`src/rtl/shift_reg_pkg.sv`:
```
// Shared definitions for the serial shift engines: the mode encoding and
// an elaboration-time ceiling-log2 helper.
package shift_reg_pkg;

  typedef enum logic [1:0] {
    MODE_HOLD = 2'b00,
    MODE_UP   = 2'b01,
    MODE_DOWN = 2'b10,
    MODE_LOAD = 2'b11
  } mode_e;

  // Ceiling log2, evaluated at elaboration time only (bounded loop).
  function automatic int clog2(input int value);
    int r;
    r = 0;
    for (int i = 0; i < 31; i++) begin
      if ((1 << i) < value) r = i + 1;
    end
    return r;
  endfunction

endpackage

```
`src/rtl/shift_word_counter.sv`:
```
// Counts qualified shifts and emits a registered one-cycle pulse on the edge
// that completes each WIDTH-shift word; clear restarts the word.
module shift_word_counter
  import shift_reg_pkg::*;
#(
  parameter int WIDTH = 14
) (
  input  logic clk,
  input  logic reset,
  input  logic inc,
  input  logic clear,
  output logic done_pulse
);

  localparam int CNT_W = clog2(WIDTH + 1);

  logic [CNT_W-1:0] r_cnt;
  logic             r_done;

  // NOTE: sequential state uses non-blocking assignments so every flop samples
  // pre-edge values; blocking here would make update order significant.
  always_ff @(posedge clk) begin
    if (reset) begin
      r_cnt  <= '0;
      r_done <= 1'b0;
    end else if (clear) begin
      r_cnt  <= '0;
      r_done <= 1'b0;
    end else if (inc) begin
      // Wrap straight to zero so back-to-back words need no gap cycle.
      if (r_cnt == CNT_W'(WIDTH - 1)) begin
        r_cnt  <= '0;
        r_done <= 1'b1;
      end else begin
        r_cnt  <= r_cnt + 1'b1;
        r_done <= 1'b0;
      end
    end else begin
      r_done <= 1'b0;
    end
  end

  assign done_pulse = r_done;

endmodule

```
`src/rtl/shift_register_param.sv`:
```
// Parametrised bidirectional shift register with parallel load, serial-out
// taps and a word-complete pulse for serialiser/deserialiser use.
module shift_register_param
  import shift_reg_pkg::*;
#(
  parameter int               WIDTH       = 14,
  parameter logic [WIDTH-1:0] RESET_VALUE = '0
) (
  input  logic             clk,
  input  logic             reset,
  input  logic             enable,
  input  logic [1:0]       mode,
  input  logic             d,
  input  logic [WIDTH-1:0] load_data,
  output logic [WIDTH-1:0] q,
  output logic             sout_hi,
  output logic             sout_lo,
  output logic             word_done
);

  logic [WIDTH-1:0] r_q;
  logic             w_shift;
  logic             w_load;

  assign w_shift = enable && ((mode == MODE_UP) || (mode == MODE_DOWN));
  assign w_load  = enable && (mode == MODE_LOAD);

  // One registered mux per bit; every mode value is decoded explicitly.
  always_ff @(posedge clk) begin
    if (reset) begin
      r_q <= RESET_VALUE;
    end else if (enable) begin
      case (mode)
        MODE_HOLD: r_q <= r_q;
        MODE_UP:   r_q <= {r_q[WIDTH-2:0], d};
        MODE_DOWN: r_q <= {d, r_q[WIDTH-1:1]};
        MODE_LOAD: r_q <= load_data;
      endcase
    end
  end

  shift_word_counter #(
    .WIDTH(WIDTH)
  ) u_word_counter (
    .clk       (clk),
    .reset     (reset),
    .inc       (w_shift),
    .clear     (w_load),
    .done_pulse(word_done)
  );

  assign q       = r_q;
  assign sout_hi = r_q[WIDTH-1];
  assign sout_lo = r_q[0];

endmodule

```
`config.mk`:
```
export PLATFORM = sky130hd
export DESIGN_NAME = shift_register_param
export DESIGN_NICKNAME = d
export VERILOG_FILES = /design/src/rtl/shift_reg_pkg.sv /design/src/rtl/shift_word_counter.sv /design/src/rtl/shift_register_param.sv
export SDC_FILE = /design/constraint.sdc
export NUM_CORES = 1
export LEC_CHECK = 0
export ABC_CLOCK_PERIOD_IN_PS = 1500
export CAP_MARGIN = 40
export CORE_MARGIN = 5
export CORE_UTILIZATION = 39
export CTS_CLUSTER_DIAMETER = 200
export DETAILED_ROUTE_END_ITERATION = 10
export PLACE_DENSITY = 0.83
export SKIP_CTS_REPAIR_TIMING = 1
export SLEW_MARGIN = 20
export SYNTH_ARGS = -nofsm -noshare
export SYNTH_HDL_FRONTEND = slang
export SYNTH_HIERARCHICAL = 1
export SYNTH_SLANG_ARGS = --single-unit
export TNS_END_PERCENT = 100
```
`constraint.sdc`:
```
create_clock -name clk -period 1.5 [get_ports clk]
set_input_delay 0.15 -clock clk [delete_from_list [all_inputs] [get_ports clk]]
set_output_delay 0.15 -clock clk [all_outputs]
set_load 0.01 [all_outputs]
```
# Word-level counts from Yosys, hierarchy flattened
# Index checks and enable logic that the tools add are counted.
# W data, S select, Z words.
# classes
addsub,1
eq_ne,4
muxes,3
n_bitwise,2
n_reduce_logical,7
# op_table
cell,count
$pmux W14 S3,1
$add A4 B1 Y4 const B,1
$eq A2 B2 Y1 const B,2
$eq A4 B4 Y1 const B,1
$mux W4,1
$reduce_or A3 Y1,1
$eq A2 B1 Y1 const B,1
$logic_and A1 B1 Y1,2
$logic_not A2 Y1,1
$not A1 Y1,2
$reduce_and A2 Y1,1
$reduce_or A2 Y1,1
$logic_or A1 B1 Y1,1
$mux W1,1
# word_totals
ff_bits,19
inputBits,20
word_cells,20

# Longest topological paths before layout
# Gate-level depths: netlist of the first run.
# depth
depth_word,5
depth_mapped,7
mapped_depth_nobuf,5

# Cells and area by module
# Netlist of the first run, hierarchy kept.
# modules_own_cells
module,n_inst,cells_each,area_per_inst_um2,seq_area_each_um2
shift_register_param,1,89,779.5,280.3
shift_word_counter,1,24,254.0,100.1

# Worst setup path after synthesis of the first run
# No wires, ideal clock.
# synth_path
path_kind,input -> register
from,input mode[0]
to,register u_word_counter.r_cnt[1]
t_arrival_ps,1308
required_ps,1441
path_slack_ps,133
cell_stages,7
n_path_buf,3
cell_sequence,ha_1 > buf_6 > buf_2 > and2_1 > buf_8 > nor4bb_1 > a22o_1
# synth_between
elab_chain_len,3
elab_cells_between_ends,7
cone_classes,3 x eq/ne; 4 x reduce/logical
# synth_lines
element,line,rtl
start: declaration,shift_register_param.sv:12,"input logic [1:0] mode,"
$eq A2 B2 Y1,shift_register_param.sv:26,assign w_load = enable && (mode == MODE_LOAD);
$logic_and A1 B1 Y1,shift_register_param.sv:26,
via w_load,shift_register_param.sv:23,logic w_load;
$reduce_or A2 Y1 (no source line),n/a,
end signal: assignment,shift_word_counter.sv:35,r_cnt <= r_cnt + 1'b1;
end: declaration,shift_word_counter.sv:17,logic [CNT_W-1:0] r_cnt;
# The timed path passes the listed nets, and every way through them passes these cells.
# A chain may end at the register's enable or synchronous reset.

# Final worst setup path of the first run
# layout_path
from,input mode[0]
to,register u_word_counter.r_cnt[3]
# layout_between
elab_chain_len,3
elab_cells_between_ends,7
cone_classes,3 x eq/ne; 4 x reduce/logical
# layout_lines
element,line,rtl
$eq A2 B1 Y1 or $eq A2 B2 Y1 (tied branches),shift_register_param.sv:25,assign w_shift = enable && ((mode == MODE_UP) || (mode == MODE_DOWN));
$logic_or A1 B1 Y1 (*),shift_register_param.sv:25,
$logic_and A1 B1 Y1 (*),shift_register_param.sv:25,
via w_shift,shift_register_param.sv:22,logic w_shift;
# The timed path passes the listed nets; every way through them passes the cells marked *.

==> results of run 1 <==
final cells by class:
type | instances | area [µm²] | area share
timing repair buffer | 48 | 480 | 0.321
multi-input combinational | 80 | 566 | 0.378
sequential | 19 | 380 | 0.254
clock buffer | 4 | 26.3 | 0.0175
tap | 30 | 37.5 | 0.0251
inverter | 2 | 7.51 | 0.00501
metal layers:
| metal | share of wire | GRT usage |
|---|---|---|
| met1 | 0.43 | 0.198 |
| met2 | 0.50 | 0.255 |
| met3 | 0.074 | 0.0377 |
| met4 | 0 | 0.0394 |
| met5 | 0 | 0 |
state kept, by name, indices dropped and copies added, names as in the netlist:
register	count
q	14
u_word_counter/done_pulse	1
u_word_counter/r_cnt	4
synth_stat cells, types with 2 or more instances:
cell type,count
nor2_1,15
a311oi_1,12
buf_6,3
a311oi_2,2
and2_1,2
dfxtp_1,19
buf_2,3
a22oi_1,14
nand2_1,14
ha_1,3
buf_4,4
inv_1,2
worst max-delay path by stage:
stage / from / end / slack [ns] / cells after the start
6_report: mode[0] / u_word_counter/r_cnt[3] / 0.06 / 6
5_1_grt: mode[1] / u_word_counter/r_cnt[1] / -0.01 / 6
4_1_cts: mode[1] / u_word_counter/r_cnt[1] / -0.005 / 6
3_5_place_dp: mode[1] / u_word_counter/r_cnt[1] / -0.31 / 6
3_3_place_gp: mode[1] / u_word_counter/r_cnt[3] / -0.21 / 6
2_1_floorplan: mode[0] / u_word_counter/r_cnt[1] / 0.13 / 7
kinds of logic after synthesis:
kind of cell / after synthesis / share of synthesized area
buf+inv: 14 / 0.102
fa+ha+maj: 3 / 0.0363
simple gates: 42 / 0.205
mux: 1 / 0.0109
compound gates: 33 / 0.270
flops: 19 / 0.368
xor+xnor: 1 / 0.00848
power breakdown:
group / total (mW) / internal (mW) / leakage [nW] / switching [mW]
registers: 0.576 / 0.537 / 0.156 / 0.0388
clock network: 0.260 / 0.104 / 0.0150 / 0.157
logic: 0.323 / 0.185 / 0.358 / 0.138
placed cells by master, fill, tap and decap left out, types with 2 or more instances in the layout:
cell type,netlist,final
clkdlybuf4s50_1,0,36
nand2_1,14,14
and2_2,1,2
a22oi_1,14,14
ha_1,3,3
inv_1,2,2
dfxtp_1,19,19
buf_4,4,10
clkbuf_4,0,3
nor2_1,15,15
a311oi_1,12,12
a311oi_2,2,2
worst max-delay path, stage by stage:
cell,delay [ns]
clkdlybuf4s50_1,0.49
inv_1,0.07
ha_1,0.29
and2_2,0.22
nand3_1,0.09
mux2_1,0.32
==> results_dict.tcl, run 1 <==
set metrics [dict create \
    status "complete, no violations" \
    timing.rr.end "u_word_counter/r_cnt[3]" \
    place_area_mm2 0.00143 \
    hp-class "primary input to register" \
    ys_async_sr_fraction 0 \
    drive_above_1_share 0.150 \
    grt_pass1_vias 1041 \
    ys.warnings.count 6 \
    critical_path_class "primary input to register" \
    worst_slew_pin_slew_ns 0.381 \
    grt_max_degree 29 \
    clock-root-buffer "clkbuf_4" \
    cts.reportedPaths.clkPinSlew_ns 0.11 \
    clock_sinks 19 \
    insertedDiodeCount 0 \
    setup_slack_ns 0.0646 \
    finalPower_mw 1.16 \
    leakage_nw 0.529 \
    r2r_setup_slack_ns 0.48 \
    num-fill-cells 224 \
    cp-end-kind "register" \
    drtIter0Drc 55 \
    drv_slew 0 \
    synth_top_area_share 0.368 \
    worstPathArrival_ns 1.63 \
    antenna_found_initial 0 \
    grt_pass1_wl_um 4460 \
    htreeDepth 1 \
    routed_wl_um 2920 \
    gp_congestion 0.737 \
    maxCapViolations 0 \
    numPortBuffers 36 \
    slew_headroom 0.745 \
    design.core.area_mm2 0.00250 \
    postRouteAntennaNets 0 \
    syn_to_final_growth_pct 44.9 \
    dr.pass1.iters 4 \
    start_util 0.413 \
    syn_inst 113 \
    r2r-start "u_word_counter/r_cnt[0]" \
    die_h_um 61.5 \
    drc 0 \
    worst_hold_slack_ns 0.462 \
    gr-usage-all-layers 0.153 \
    hold_violations 0 \
    yosys.cell_types.count 32 \
    critPathMaxFanout 7 \
    synth_area_leaders "dfxtp_1 (37%), a22oi_1 (10%), a311oi_1 (10%)" \
    die_w_um 61.5 \
    utilization 0.599 \
    synth-edff-count 0 \
    ys_ff_latch 19 \
    setup_violations 0 \
    fin_crit_sh 0.957 \
    setup_tns_ns 0 \
    vias 1070 \
    cp.required_ns 1.69 \
    ir_worst_vdd_mv 0.495 \
    dieArea_mm2 0.00378 \
    wl_per_cell_um 15.9 \
    min_to "q[0]" \
    max_clock_freq_mhz 697 \
    synth_fp_nets 136 \
    insertion_delay_ns 0.29 \
    boundaryPins 37 \
    numCtsBuffers 3 \
    timing.final.crit_period_ns 1.44 \
    synth_flop_cell "dfxtp_1" \
    start_kind "primary input" \
    grt_overflow 0 \
    nets 177 \
    yosys.area.top_type "dfxtp_1" \
    min_from "d" \
    avgSynthCellArea_um2 9.15 \
    syn_area_mm2 0.00103 \
    whs_path_depth 3 \
    pre_cts_ws_ns -0.313 \
    dp_cells 178 \
    power_density_mw_per_mm2 774 \
    r2r_cells 2 \
    final_cell_area_mm2 0.00150 \
    fin_cells 183 \
    clock_skew_ns 0.00165 \
    cts_buffer_depth 2 \
    yosysSeqAreaShare 0.368 \
    cts_tree "yes" \
    dp_hpwl_um 2050 \
    rows 18 \
    avgViaCountPerCell 5.85 \
]
Note: power is estimated with default switching activity, not from simulation.
==> run 2, diff against run 1 <==
CORE_MARGIN = 2   (was 5)
CTS_CLUSTER_DIAMETER = unset   (was 200)
==> run 2 against run 1 <==
Wire length is 9.1% lower. Flip-flop and latch count stayed put. Sequential power hardly changed. Largest power group unchanged. Maximum frequency is 0.13% lower. Die area is 19% lower. Combinational power is 2% lower. Clock skew is 0.010 ns higher. Clock power is 4% higher. Critical path depth is 5 lower.
==> results_dict.tcl, run 2 (same netlist as run 1, synthesis figures left out) <==
set metrics [dict create \
    numPortBuffers 36 \
    setup_violations 0 \
    syn_to_final_growth_pct 43.2 \
    drc 0 \
    p_int_mw 0.821 \
    met2_length_um 1300 \
    wl_per_cell_um 14.7 \
    fin_cells 180 \
    dr.pass1.iters 4 \
    clock_skew_ns 0.0119 \
    maxCapViolations 0 \
    cp.required_ns 1.35 \
    largest_register_ffs 14 \
    gr-usage-all-layers 0.168 \
    insertion_delay_ns 0.31 \
    start_util 0.413 \
    slowest_delay_ns 0.57 \
    htreeDepth 1 \
    routed_wl_um 2650 \
    nets 174 \
    utilization 0.592 \
    clock_sinks 19 \
    ir_worst_vdd_mv 0.470 \
    gp_congestion 0.755 \
    slew_headroom 0.786 \
    netSwitchingFraction 0.294 \
    grt_overflow 0 \
    postRouteAntennaNets 0 \
    max_clock_freq_mhz 696 \
    fin_crit_sh 0.958 \
    cts_buffer_depth 2 \
    design.core.area_mm2 0.00250 \
    critical_path_class "register to primary output" \
    cp-end-kind "primary output" \
    drive_above_1_share 0.140 \
    status "complete, no violations" \
    worst_hold_slack_ns 0.435 \
    clock-root-buffer "clkbuf_4" \
    drtIter0Drc 16 \
    cts_tree "yes" \
    met1_length_um 1150 \
    dr.max_layer_used "met4" \
    worstPathArrival_ns 1.29 \
    dp_cells 175 \
    critPathLaunch "q[6]" \
    die_w_um 55.5 \
    p_comb_frac 0.273 \
    power_frac_seq 0.494 \
    crit_buf_inv 1 \
    timing.final.crit_period_ns 1.44 \
    dieArea_mm2 0.00308 \
    cp_slowest_cell "clkdlybuf4s50_1" \
    mostFrequentLayoutCell "clkdlybuf4s50_1" \
    insertedDiodeCount 0 \
    critPathTopFamily "buffers and inverters" \
    grt_pass1_vias 978 \
    hold_violations 0 \
    finalPower_mw 1.16 \
    multi_input_area_um2 557 \
    clkPwrFrac 0.233 \
    num-fill-cells 208 \
    routed-wl-met3_um 166 \
    grt_pass1_wl_um 4260 \
    r2r-start "u_word_counter/r_cnt[0]" \
    die_h_um 55.5 \
    start_kind "register" \
    avgViaCountPerCell 5.59 \
    cts.reportedPaths.clkPinSlew_ns 0.12 \
    drv_slew 0 \
    final_cell_mix "clkdlybuf4s50_1 (36), dfxtp_1 (19), nor2_1 (15)" \
    worst_slew_pin_slew_ns 0.321 \
    antenna_found_initial 0 \
    critPathMaxFanout 4 \
    final-seq-area_um2 380 \
    vias 1006 \
    rows 18 \
    crit_chain "clkdlybuf4s50_1" \
    numCtsBuffers 3 \
    power_density_mw_per_mm2 785 \
    leakage_nw 0.520 \
    setup_tns_ns 0 \
    grt_max_degree 29 \
    min_from "d" \
    p_switching_mw 0.341 \
    hp-class "primary input to register" \
    rsz0062_at_grt "no" \
    boundaryPins 37 \
    dp_hpwl_um 1820 \
]
[run 2: changes by cell type in the layout (fill, tap and decap cells not counted), sizes merged]
cell    delta
clkbuf     -1
buf        -3
clkinv     +1
[run 2: stage by stage]
stage	area, µm²	setup WS [ns]
2_1_floorplan	1030	0.133
3_3_place_gp	1420	-0.195
3_5_place_dp	1420	-0.338
4_1_cts	1450	-0.0109
5_1_grt	1480	0.00201
6_report	1480	0.0627
[run 2: power groups by stage]
| stage | sequential (mW) | clock (mW) | combinational [mW] |
|---|---|---|---|
| floorplan | 0.591 | 0 | 0.145 |
| global placement | 0.583 | 0 | 0.296 |
| detailed placement | 0.584 | 0 | 0.304 |
| CTS | 0.573 | 0.271 | 0.306 |
| global route | 0.580 | 0.309 | 0.342 |
| finish | 0.574 | 0.270 | 0.317 |
[run 2: worst paths after layout]
kind,cells past startpoint,to,slack [ns]
setup / recovery,1,q[6],0.06
hold / removal,3,q[0],0.43
setup reg to reg,2,u_word_counter/r_cnt[3],0.50
hold reg to reg,2,q[3],0.51
[run 2: area by class of cell]
class | instances | share of cell area
clock inverters | 1 | 0.00338
clock buffers | 3 | 0.0152
inverters | 2 | 0.00507
repair buffers | 45 | 0.318
flip-flops and latches | 19 | 0.257
well taps | 30 | 0.0254
multi-input cells | 80 | 0.376
[run 2: per-layer routing]
metal,track usage,up-vias
li1,-,499
met1,0.198,468
met2,0.301,35
met3,0.0515,4
met4,0.0279,0
met5,0,-
[run 2: worst reg2reg max path: cells and delay by family (launching register included)]
kind / cells / cell delay [ns]
AND/OR/NAND/NOR: 1 / 0.12
multiplexers: 1 / 0.31
flip-flops: 1 / 0.47
